### src/rtl/pipeline_pkg.sv
// Shared definitions for the pipeline hazard controller: state encoding,
// the hard-wired zero register number and default timing parameters.
// No ports; imported by hazard_detect and pipeline_hazard_ctrl.
package pipeline_pkg;

    typedef enum logic [1:0] {
        ST_RUN     = 2'd0,
        ST_MC_WAIT = 2'd1,
        ST_FLUSH   = 2'd2
    } hz_state_e;

    localparam logic [4:0]  REG_ZERO          = 5'd0;
    localparam int          DEF_MC_LATENCY    = 4;
    localparam int          DEF_FLUSH_CYCLES  = 2;
    localparam int          CNT_W             = 4;
    localparam logic [15:0] STALL_MAX         = 16'hFFFF;

endpackage

### src/rtl/hazard_detect.sv
// Load-use hazard detector: flags an ID instruction reading the register a
// load in EX is about to write. Purely combinational.
// Ports: i_id_rs/i_id_rt (ID sources), i_ex_mem_read/i_ex_write_address (EX load), lu_hazard.
module hazard_detect
    import pipeline_pkg::*;
(
    input  logic [4:0] i_id_rs,
    input  logic [4:0] i_id_rt,
    input  logic       i_ex_mem_read,
    input  logic [4:0] i_ex_write_address,
    output logic       lu_hazard
);

    // Writes to $0 are discarded, so a load targeting it never creates a dependency.
    assign lu_hazard = i_ex_mem_read
                    && (i_ex_write_address != REG_ZERO)
                    && ((i_ex_write_address == i_id_rs) || (i_ex_write_address == i_id_rt));

endmodule

### src/rtl/pipeline_hazard_ctrl.sv
// Pipeline hazard controller: load-use bubbles, multicycle ALU holds and
// post-branch flushes, plus a saturating count of PC-stalled cycles.
// Ports: clk/rst, ID/EX hazard inputs, buffer enables/flushes, o_state, o_stall_count.
module pipeline_hazard_ctrl
    import pipeline_pkg::*;
#(
    parameter int MC_LATENCY   = DEF_MC_LATENCY,
    parameter int FLUSH_CYCLES = DEF_FLUSH_CYCLES
) (
    input  logic        clk,
    input  logic        rst,
    input  logic [4:0]  i_id_rs,
    input  logic [4:0]  i_id_rt,
    input  logic        i_ex_mem_read,
    input  logic [4:0]  i_ex_write_address,
    input  logic        i_branch_taken,
    input  logic        i_id_multicycle,
    output logic        o_pc_write,
    output logic        o_if_id_write,
    output logic        o_id_ex_enable,
    output logic        o_if_id_flush,
    output logic        o_id_ex_flush,
    output logic [1:0]  o_state,
    output logic [15:0] o_stall_count
);

    // The cycle that enters MC_WAIT/FLUSH already counts as the first held or
    // flushed cycle, and the cnt=0 cycle counts as the last, hence the -2.
    localparam logic [CNT_W-1:0] MC_RELOAD = CNT_W'(MC_LATENCY - 2);
    localparam logic [CNT_W-1:0] FL_RELOAD = CNT_W'(FLUSH_CYCLES - 2);

    hz_state_e        state_q, state_d;
    logic [CNT_W-1:0] cnt_q, cnt_d;
    logic             mc_ack_q, mc_ack_d;
    logic [15:0]      stall_q;
    logic             lu_hazard;

    hazard_detect u_hazard_detect (
        .i_id_rs            (i_id_rs),
        .i_id_rt            (i_id_rt),
        .i_ex_mem_read      (i_ex_mem_read),
        .i_ex_write_address (i_ex_write_address),
        .lu_hazard          (lu_hazard)
    );

    always_comb begin
        state_d        = state_q;
        cnt_d          = cnt_q;
        mc_ack_d       = mc_ack_q;
        o_pc_write     = 1'b1;
        o_if_id_write  = 1'b1;
        o_id_ex_enable = 1'b1;
        o_if_id_flush  = 1'b0;
        o_id_ex_flush  = 1'b0;

        if (i_branch_taken) begin
            // A taken branch wins in every state and restarts the flush window,
            // abandoning any multicycle hold in progress.
            o_if_id_flush = 1'b1;
            o_id_ex_flush = 1'b1;
            mc_ack_d      = 1'b0;
            if (FLUSH_CYCLES > 1) begin
                state_d = ST_FLUSH;
                cnt_d   = FL_RELOAD;
            end else begin
                state_d = ST_RUN;
                cnt_d   = '0;
            end
        end else begin
            unique case (state_q)
                ST_RUN: begin
                    // mc_ack only shields the single RUN cycle after a hold.
                    mc_ack_d = 1'b0;
                    if (lu_hazard) begin
                        o_pc_write    = 1'b0;
                        o_if_id_write = 1'b0;
                        o_id_ex_flush = 1'b1;
                    end else if (i_id_multicycle && !mc_ack_q) begin
                        o_pc_write     = 1'b0;
                        o_if_id_write  = 1'b0;
                        o_id_ex_enable = 1'b0;
                        if (MC_LATENCY > 1) begin
                            state_d = ST_MC_WAIT;
                            cnt_d   = MC_RELOAD;
                        end else begin
                            mc_ack_d = 1'b1;
                        end
                    end
                end
                ST_MC_WAIT: begin
                    o_pc_write     = 1'b0;
                    o_if_id_write  = 1'b0;
                    o_id_ex_enable = 1'b0;
                    if (cnt_q == '0) begin
                        state_d  = ST_RUN;
                        mc_ack_d = 1'b1;
                    end else begin
                        cnt_d = cnt_q - 1'b1;
                    end
                end
                ST_FLUSH: begin
                    o_if_id_flush = 1'b1;
                    o_id_ex_flush = 1'b1;
                    mc_ack_d      = 1'b0;
                    if (cnt_q == '0) begin
                        state_d = ST_RUN;
                    end else begin
                        cnt_d = cnt_q - 1'b1;
                    end
                end
                default: begin
                    state_d  = ST_RUN;
                    cnt_d    = '0;
                    mc_ack_d = 1'b0;
                end
            endcase
        end

        // Reset must present a free-running pipeline regardless of inputs.
        if (rst) begin
            o_pc_write     = 1'b1;
            o_if_id_write  = 1'b1;
            o_id_ex_enable = 1'b1;
            o_if_id_flush  = 1'b0;
            o_id_ex_flush  = 1'b0;
        end
    end

    always_ff @(posedge clk or posedge rst) begin
        if (rst) begin
            state_q  <= ST_RUN;
            cnt_q    <= '0;
            mc_ack_q <= 1'b0;
            stall_q  <= '0;
        end else begin
            state_q  <= state_d;
            cnt_q    <= cnt_d;
            mc_ack_q <= mc_ack_d;
            if (!o_pc_write && (stall_q != STALL_MAX)) begin
                stall_q <= stall_q + 16'd1;
            end
        end
    end

    assign o_state       = state_q;
    assign o_stall_count = stall_q;

endmodule

### config.mk
export PLATFORM = sky130hd
export DESIGN_NAME = pipeline_hazard_ctrl
export DESIGN_NICKNAME = d
export VERILOG_FILES = /design/src/rtl/pipeline_pkg.sv /design/src/rtl/hazard_detect.sv /design/src/rtl/pipeline_hazard_ctrl.sv
export SDC_FILE = /design/constraint.sdc
export NUM_CORES = 1
export LEC_CHECK = 0
export ABC_AREA = 1
export CORE_MARGIN = 4
export CORE_UTILIZATION = 45
export CTS_CLUSTER_DIAMETER = 50
export CTS_CLUSTER_SIZE = 24
export DETAILED_ROUTE_END_ITERATION = 7
export PLACE_DENSITY_LB_ADDON = 0.12
export SLEW_MARGIN = 20
export SYNTH_ARGS = -nofsm -noshare
export SYNTH_HDL_FRONTEND = slang
export SYNTH_SLANG_ARGS = --single-unit
### constraint.sdc
create_clock -name clk -period 1.65 [get_ports clk]
set_input_delay 0.2475 -clock clk [delete_from_list [all_inputs] [get_ports clk]]
set_output_delay 0.2475 -clock clk [all_outputs]
set_load 0.02 [all_outputs]
==> results of run 1 <==
[cells by family after synthesis]
group / share of synthesized area
buffers and inverters: 0.0958
xor gates and xnor gates: 0.0740
AOI/OAI and AO/OA: 0.0155
DFF: 0.324
adders and majority gates: 0.0493
and+or+nand+nor: 0.441
[synth_stat cells]
cell type,count
xor2_1,13
or2_2,1
nor4_1,2
nand3_1,16
clkbuf_1,1
a21oi_1,1
o21ai_0,3
nor2_1,26
nor3_1,6
dfrtp_1,23
nand4_1,19
xnor2_1,2
o31ai_1,1
nor2_4,1
nand3b_4,1
buf_4,1
nor3_4,1
nand2_2,2
nand3_4,1
nand2_1,96
ha_1,7
inv_1,34
buf_2,4
buf_6,1
[worst min-delay path, stage by stage]
cell and delay [ps]:
clkdlybuf4s50_1 470, inv_1 130, buf_4 310
[worst paths after layout]
path	from	end
max reg2reg	o_stall_count[1]	o_stall_count[8]
max in group asynchronous	rst	o_state[0]
min in group clk	mc_ack_q	mc_ack_q
min reg2reg	mc_ack_q	mc_ack_q
max	o_state[1]	o_id_ex_flush
min	rst	mc_ack_q
[power groups by stage]
stage | Clock (W) | Sequential, W | Combinational (W)
after floorplan | 0 | 0.000867 | 0.000654
after global placement | 0 | 0.000775 | 0.00117
after detailed placement | 0 | 0.000780 | 0.00120
after CTS | 0.000365 | 0.000774 | 0.00123
after global routing | 0.000388 | 0.000786 | 0.00139
final | 0.000352 | 0.000774 | 0.00125
[repair_timing]
action	4_1_cts	5_1_grt
pin swaps	14	5
resized for setup	59	18
gates cloned	1	2
setup buffers	2	2
endpoints found under the setup margin	31	24
[cells in the final DEF (no fill, tap or decap), types with 3 or more instances in the layout]
cell | netlist | final
nand2_1 | 96 | 92
inv_1 | 34 | 30
buf_4 | 1 | 29
nor2_1 | 26 | 24
nand4_1 | 19 | 19
dfrtp_1 | 23 | 18
nand3_1 | 16 | 16
clkdlybuf4s50_1 | 0 | 14
dlygate4sd2_1 | 0 | 14
xor2_1 | 13 | 13
nor3_1 | 6 | 5
dfrtp_2 | 0 | 5
buf_6 | 1 | 5
nand2_2 | 2 | 4
ha_4 | 0 | 4
dlymetal6s2s_1 | 0 | 4
inv_2 | 0 | 3
ha_1 | 7 | 3
clkbuf_8 | 0 | 3
clkbuf_2 | 0 | 3
[cell type report]
cell class              instances  area (µm²)
fillers                       321        1110
clock inverters                 1        5.00
clock buffers                   3        41.3
well taps                      48        60.1
inverters                      34         130
flip-flops and latches         23         582
multi-input cells             202        1190
repair buffers                 72         627
[metal layers]
metal  part of all wire  wire (µm)  vias up
met5                  0          0        -
li1                   -          -      986
met3              0.070        345        6
met2               0.46       2240       75
met4             0.0082         40        0
met1               0.46       2270      882
[flip-flops by register name (all words and copies together), names as in the netlist]
| name | flops |
|---|---|
| mc_ack_q | 1 |
| o_state | 2 |
| o_stall_count | 16 |
| cnt_q | 4 |
[per-stage QoR]
| step | instances | setup slack [ps] | setup TNS, ps |
|---|---|---|---|
| floorplan | 263 | -14.9 | -14.9 |
| global placement | 372 | -692 | -12170 |
| detailed placement | 372 | -717 | -12980 |
| CTS | 379 | -19.2 | -62.8 |
| global route | 383 | -75.1 | -690 |
| finish | 383 | -21.4 | -22.6 |
==> summary.txt, run 1 <==
mean post-synth cell area -> 6.75 µm²
hpwl dp -> 3350 µm
Max IR drop VDD -> 0.716 mV
Period Utilization, post-route -> 1.01
Pint -> 0.00140 W
failing checks -> negative setup slack
met3 Use GR -> 0.0398
M1 GR Usage -> 0.268
FF+latch count, synth -> 23
initial antenna violation count -> 0
vias in the first global route -> 1734
Levels on crit path -> 5
Worst Skew -> 2.02 ps
RSZ-0062 raised after global routing -> true
mapped cell area -> 1780 µm²
DRT Wirelength -> 4900 µm
Leak -> 1.46 nW
final instance area -> 2630 µm²
gr busiest metal -> met2
worst skew pair latency -> 270 ps
Slew @ Worst Pin -> 400 ps
R2R Setup Slk -> 50 ps
# DRC -> 0
Total GRT Usage -> 0.189
final worst path period need -> 1670 ps
switching part of the total -> 0.410
Die Span Y -> 70.8 µm
R2R cell count -> 9
fin worst setup slack -> -21.4 ps
Initial Util -> 0.474
Core Util, Final -> 0.703
Hold Slack -> 503 ps
ratio of cells with drive above 1 in the final layout -> 0.221
placed inst area -> 2480 µm²
Sw Pwr -> 0.000973 W
Synth area leaders -> dfrtp_1 32%, nand2_1 20%, inv_1 7.2%, nand4_1 6.7%, xor2_1 6.4%
core box area -> 3740 µm²
Placer Congestion -> 0.860
die width -> 70.8 µm
Yosys top cell area share -> 0.324
post-synthesis instance total -> 263
routed length per instance -> 12.8 µm
largest area contributor in the netlist -> dfrtp_1
arrival time at the worst endpoint -> 1420 ps
largest net degree at the start of global routing -> 24
CTS Buf Count -> 3
H-tree Lvls -> 1
I/O pin count -> 43
crit-path cells -> buf_4 > ha_4 > o21ai_2 > o31ai_1 > buf_2
grt met2 use -> 0.302
I/O Buffers -> 42
Bufs and invs on worst path -> 2
worst setup path category -> register to primary output
Vias/cell -> 5.09
Largest delay share family, worst path -> flip-flops
Critical Path RT -> 1400 ps
YS warnings -> 0
Setup crit start kind -> register
# rows -> 22
endpoint class of the critical path -> primary output
area grow syn2layout -> 48.3%
critical-path maximum fanout -> 4
Clock power frac -> 0.148
Final ANT Viol Nets -> 0
nets@finish -> 363
Pwr Total -> 0.00238 W
Logic pwr share -> 0.526
Flop pwr share -> 0.326
initial DRC count -> 167
total congestion overflow -> 0
Slowest-stage cell, CP -> dfrtp_2
Netlist cell types -> 24
CTS tree -> done
Max-Cap Viols -> 0
DR pass1 iterations -> 4
clk buf depth -> 2
Hold Vio Cnt, Final -> 0
register area share after synthesis -> 0.324
status -> finished, violations left
die area -> 5010 µm²
Clock Sink Count -> 23
final setup fails -> 2
CP max stage delay -> 430 ps
routed vias -> 1949
Slew HR -> 0.734
global-route wire length before repair -> 7770 µm
Root Driver -> clkbuf_8
Clk pin slew, worst setup/hold paths -> 80 ps
Inserted Diodes -> 0
Pins Over Slew Limit -> 0
syn_nets -> 290
Hold WC Path Type -> input port to async pin
Fmax achieved -> 598 MHz
PwrDens -> 903 nW/µm²
Hold-fix buffers, CTS -> 0
Power figures use the tool's default switching activity.
==> inputs of run 2 (changes only) <==
--- a/config.mk
+++ b/config.mk
@@ -6,8 +6,10 @@
 export NUM_CORES = 1
 export LEC_CHECK = 0
 export ABC_AREA = 1
+export CELL_PAD_IN_SITES_DETAIL_PLACEMENT = 0
+export CELL_PAD_IN_SITES_GLOBAL_PLACEMENT = 1
 export CORE_MARGIN = 4
-export CORE_UTILIZATION = 45
+export CORE_UTILIZATION = 31
 export CTS_CLUSTER_DIAMETER = 50
 export CTS_CLUSTER_SIZE = 24
 export DETAILED_ROUTE_END_ITERATION = 7
==> constraint.sdc (replaced) <==
create_clock -name clk -period 1.65 [get_ports clk]
set_input_delay 0.2475 -clock clk [delete_from_list [all_inputs] [get_ports clk]]
set_output_delay 0.2475 -clock clk [all_outputs]
set_load 0.1 [all_outputs]
==> run 2 against run 1 <==
  * The run still ends with negative setup slack left
  * Clock skew barely moved
  * Sequential share of layout area fell by 2.1 points
  * Fmax fell by 9.1%
  * Via count fell by 2.3%
  * Power rose by 33%
  * Global-route usage fell by 4.0 points
  * Setup slack got worse by 170 ps
  * Die area rose by 40%
  * Critical path type unchanged
  * Largest cell class unchanged
==> summary.txt, run 2 (synthesized netlist as in run 1, its figures left out) <==
Hold Vio Cnt, Final -> 0 (unchanged)
nets@finish -> 372 (+2.5%)
fin worst setup slack -> -189 ps (-168 ps)
Max-Cap Viols -> 0 (unchanged)
die area -> 7000 µm² (+40%)
DR pass1 iterations -> 4 (unchanged)
CTS tree -> done
Hold-fix buffers, CTS -> 0 (unchanged)
Slew @ Worst Pin -> 316 ps (-83.3 ps)
# DRC -> 0 (unchanged)
Root Driver -> clkbuf_8
Vias/cell -> 4.58 (-10%)
Initial Util -> 0.320 (-0.154)
routed vias -> 1904 (-2.3%)
failing checks -> negative setup slack
R2R cell count -> 10 (+1)
Inserted Diodes -> 0 (unchanged)
endpoint class of the critical path -> primary output
Inst Count DP -> 401 (+7.8%)
Die Span Y -> 83.7 µm (+18%)
PwrDens -> 1020 nW/µm² (+13%)
Worst Skew -> 2.24 ps (+0.215 ps)
Slew HR -> 0.789 (+0.0555)
CP max stage delay -> 530 ps (+100 ps)
I/O Buffers -> 42 (unchanged)
Clock Sink Count -> 23 (unchanged)
# rows -> 27 (+23%)
ratio of cells with drive above 1 in the final layout -> 0.363 (+0.142)
die width -> 83.7 µm (+18%)
H-tree Lvls -> 1 (unchanged)
RSZ-0062 raised after global routing -> true
Pins Over Slew Limit -> 0 (unchanged)
Slowest-stage cell, CP -> dfrtp_4
Core Util, Final -> 0.560 (-0.143)
Fillers -> 526 (+64%)
Clk pin slew, worst setup/hold paths -> 90 ps (about the same)
most frequent cells in the layout -> 75 x nand2_1, 35 x buf_4, 29 x inv_1
DRT Wirelength -> 5130 µm (+4.7%)
initial DRC count -> 60 (-64%)
global-route wire length before repair -> 8690 µm (+12%)
Fmax achieved -> 544 MHz (-9.1%)
core box area -> 5540 µm² (+48%)
number of flip-flops in the largest register -> 16 (unchanged)
Total GRT Usage -> 0.149 (-0.0400)
Max IR drop VDD -> 0.701 mV (-2.0%)
Placer Congestion -> 0.822 (-4.5%)
area grow syn2layout -> 74.8%
Leak -> 1.51 nW (+3.2%)
clk buf depth -> 2 (unchanged)
worst skew pair latency -> 270 ps (about the same)
I/O pin count -> 43 (unchanged)
routed length per instance -> 12.3 µm (-3.6%)
crit-path cells -> inv_4 > ha_4 > o21ai_2 > nor2_2 > buf_12 > nand2_8 > buf_12
arrival time at the worst endpoint -> 1590 ps (+170 ps)
hpwl dp -> 3780 µm (+13%)
worst setup path category -> register to primary output
Hold WC Path Type -> input port to async pin
Worst path most repeated cell -> buf_12
final setup fails -> 21 (+19)
initial antenna violation count -> 0 (unchanged)
critical-path maximum fanout -> 5 (+1)
Final ANT Viol Nets -> 0 (unchanged)
Period Utilization, post-route -> 1.11 (+0.102)
Pwr Total -> 0.00315 W (+33%)
CTS Buf Count -> 3 (unchanged)
Critical Path RT -> 1400 ps (about the same)
final non-filler cell total -> 416 (+8.6%)
most common cell after layout, fill and taps aside -> nand2_1
vias in the first global route -> 1867 (+7.7%)
final worst path period need -> 1840 ps (+168 ps)
Setup crit start kind -> register
total congestion overflow -> 0 (unchanged)
status -> finished, violations left
largest net degree at the start of global routing -> 24 (unchanged)
run 2: repair_timing:
item / 4_1_cts / 5_1_grt
setup buffers: 7 / 3
endpoints found under the setup margin: 25 / 25
cloned: 1 / 0
resized for setup: 27 / 19
endpoints found under the hold margin: 0 / 0
pin swaps: 14 / 3
run 2: final timing paths:
| kind | startpoint | to | slack (ps) |
|---|---|---|---|
| max | o_state[0] | o_pc_write | -190 |
| min | rst | o_state[1] | 470 |
| max reg2reg | o_state[0] | o_stall_count[3] | -120 |
| min reg2reg | cnt_q[1] | cnt_q[1] | 500 |
| max in group asynchronous | rst | o_stall_count[6] | 910 |
| min in group clk | cnt_q[1] | cnt_q[1] | 500 |
run 2: metal layers:
metal,up-vias,track usage,routed length (µm)
met5,-,0,0
met3,2,0.0385,258
met1,872,0.196,2350
met4,0,0.0205,14
li1,998,-,-
met2,32,0.250,2510
run 2: area by class of cell:
type                       count  area (µm²)  area share
timing repair buffer          83         992       0.320
multi-input combinational    200        1220       0.392
sequential                    23         621       0.200
inverter                      34         139      0.0448
tap                           72        90.1      0.0290
clock buffer                   4        45.0      0.0145
run 2: power breakdown:
group          total, W  switching, W  internal [W]
combinational   0.00197       0.00119      0.000786
clock          0.000366      0.000193      0.000173
sequential     0.000812      0.000119      0.000693
total           0.00315       0.00150       0.00165
run 2: metrics by stage:
step | setup WS [ps] | TNS (ps) | hold slack, ps | area [µm²]
after floorplan | -401 | -3450 | 123 | 1970
after global placement | -397 | -9170 | 485 | 2880
after detailed placement | -405 | -9190 | 490 | 2880
after CTS | -202 | -965 | 486 | 3030
after global routing | -263 | -4120 | 512 | 3100
final | -189 | -2220 | 465 | 3100
run 2: critical path, delay by kind of cell (launching register included):
kind	cells	cell delay, ps
buf+inv	3	380
fa+ha+maj	1	160
flops	1	530
compound gates	1	60
simple gates	2	190
==> RTL change, RTL diff (flow settings as in run 1) <==
The package constant `REG_ZERO` goes from 5'd0 to 5'd1.
--- a/src/rtl/pipeline_pkg.sv
+++ b/src/rtl/pipeline_pkg.sv
@@ -10,5 +10,5 @@
     } hz_state_e;
 
-    localparam logic [4:0]  REG_ZERO          = 5'd0;
+    localparam logic [4:0]  REG_ZERO          = 5'd1;
     localparam int          DEF_MC_LATENCY    = 4;
     localparam int          DEF_FLUSH_CYCLES  = 2;
Check against the original RTL: not equivalent (a bounded check fails within 4 cycles, from zero or initial values and one cycle with rst high).
==> RTL change against run 1 <==
Sequential cell count stayed put; setup slack better by 0.024 ns; via count is 7.1% lower; synthesized area is 0.78% lower; design area is 1.5% lower; wire length is 9.5% lower; power is 0.96% lower; clock power hardly changed; sequential power is 0.8% higher; critical path type unchanged; critical endpoint unchanged; largest cell class unchanged; highest routed layer unchanged.
==> RTL change: results (changes against run 1) <==
| Metric | Value |
|---|---|
| Crit-path max FO | `3 (was 4)` |
| 1st-iter DRT viols | `78 (was 167)` |
| Pre-CTS setup slack | `-0.7086 ns (was -0.7173 ns)` |
| Mux contribution to synthesized area | `0 (unchanged)` |
| Fraction of registers with async set/reset | `1.000 (unchanged)` |
| Clock Latency Late Sink | `0.27 ns (about the same)` |
| Longest Clk Path Bufs | `2 (unchanged)` |
| Worst min path class | `flip-flop to flip-flop (was input pin to async pin)` |
| Area share of xor/xnor cells in the synthesized design | `0.07955 (was 0.07400)` |
| Total track usage | `0.1825 (was 0.1888)` |
| Fill count | `324 (was 321)` |
| Crit-path max cell delay | `0.40 ns (was 0.43 ns)` |
| Tightest Pin Transition | `0.3139 ns (was 0.3996 ns)` |
| Compound-cell area share of the yosys netlist | `0.01989 (was 0.01550)` |
| Adder-Cell Fraction of Synth Area | `0.04972 (was 0.04933)` |
| Util after Layout | `0.6980 (was 0.7032)` |
| DP Cell Count | `364 (was 372)` |
| Worst Skew | `0.01352 ns (was 0.002023 ns)` |
| CTS clock-pin slew for the worst setup and hold paths | `0.07 ns` |
| Status | `completed (was finished, violations left)` |
| Placer Congestion | `0.8993 (was 0.8603)` |
| Total wire length | `4437 um (was 4901 um)` |
| DPL Wire Length | `3327 um (was 3346 um)` |
| Vias in the first global route | `1,683 (was 1,734)` |
| Synth area leaders | `dfrtp_1, nand2_1, nand4_1 (was dfrtp_1, nand2_1, inv_1)` |
| Port bufs | `42 (unchanged)` |
| # nets final | `352 (was 363)` |
| Largest net degree at the start of global routing | `24 (unchanged)` |
| Sequential share of the synthesized area | `0.3267 (was 0.3242)` |
| Synth unique cells | `28 (was 24)` |
| Max H-tree Level | `1 (unchanged)` |
| Avg Cell Area, Syn | `6.855 um2 (was 6.751 um2)` |
| Max VDD drop | `0.6707 mV (was 0.7158 mV)` |
| Initial antenna violation count | `0 (unchanged)` |
| Dpl cell area | `2410 um2 (was 2481 um2)` |
| Commonest cells post-synth | `nand2_1, inv_1, nor2_1 (unchanged)` |
| First-pass GRT wire length | `7603 um (was 7769 um)` |
| Lkg Pwr | `1.487 nW (was 1.460 nW)` |
| Wirelength per Cell | `11.93 um (was 12.80 um)` |
| Detailed-route vias per instance | `4.866 (was 5.089)` |
| Synth Net Count | `284 (was 290)` |
| CP Data Arrival Time | `1.40 ns (was 1.42 ns)` |
| Share of layout cells above drive strength 1 | `0.2315 (was 0.2209)` |
## RTL change: changes by cell type after synthesis, sizes merged, moves of 2 or more
cell | run 1 | this run
xor2 | 13 | 9
inv | 34 | 29
nor3 | 7 | 5
xnor2 | 2 | 7
nand2 | 98 | 96
## RTL change: logic make-up after synthesis
| group | Yosys count |
|---|---|
| xor+xnor | 16 |
| flops | 23 |
| buf+inv | 38 |
| compound gates | 6 |
| simple gates | 167 |
| fa+ha+maj | 7 |
## RTL change: worst paths after layout
kind / startpoint / end / cells past startpoint / slack [ns]
worst max-delay path: o_state[0] / o_id_ex_flush / 6 / 0.003
worst min-delay path: cnt_q[1] / cnt_q[1] / 2 / 0.53
worst max register to register: o_stall_count[0] / o_stall_count[6] / 9 / 0.07
worst min register to register: cnt_q[1] / cnt_q[1] / 2 / 0.53
max in group asynchronous: rst / o_state[0] / 3 / 0.81
min in group asynchronous: rst / o_stall_count[10] / 3 / 0.58
## RTL change: area by class of cell
type / instances / area share
clock inverters: 1 / 0.001930
clock buffers: 3 / 0.01592
multi-input cells: 196 / 0.4342
repair buffers: 71 / 0.2562
inverters: 30 / 0.04438
flip-flops and latches: 23 / 0.2243
well taps: 48 / 0.02315
## RTL change: timing repair
item	CTS	global route
setup endpoints to repair	26	35
pin swaps	7	6
gates resized for setup	54	36
buffers inserted	3	1
## RTL change: report_power, final
part | internal (mW) | switching [mW] | leakage, nW
combinational | 0.564 | 0.658 | 1.16
clock | 0.169 | 0.183 | 0.0255
sequential | 0.670 | 0.110 | 0.305
## RTL change: routing by layer
metal  part of all wire  global-route usage
met5                  0                   0
met4             0.0065             0.03132
met3              0.043             0.02983
met2               0.45              0.2994
met1               0.50              0.2587
## RTL change: tightest hold or removal path, stage by stage, from the launching register on
cell	delay, ns
dfrtp_1	0.38
nand2_1	0.06
nand2_1	0.06
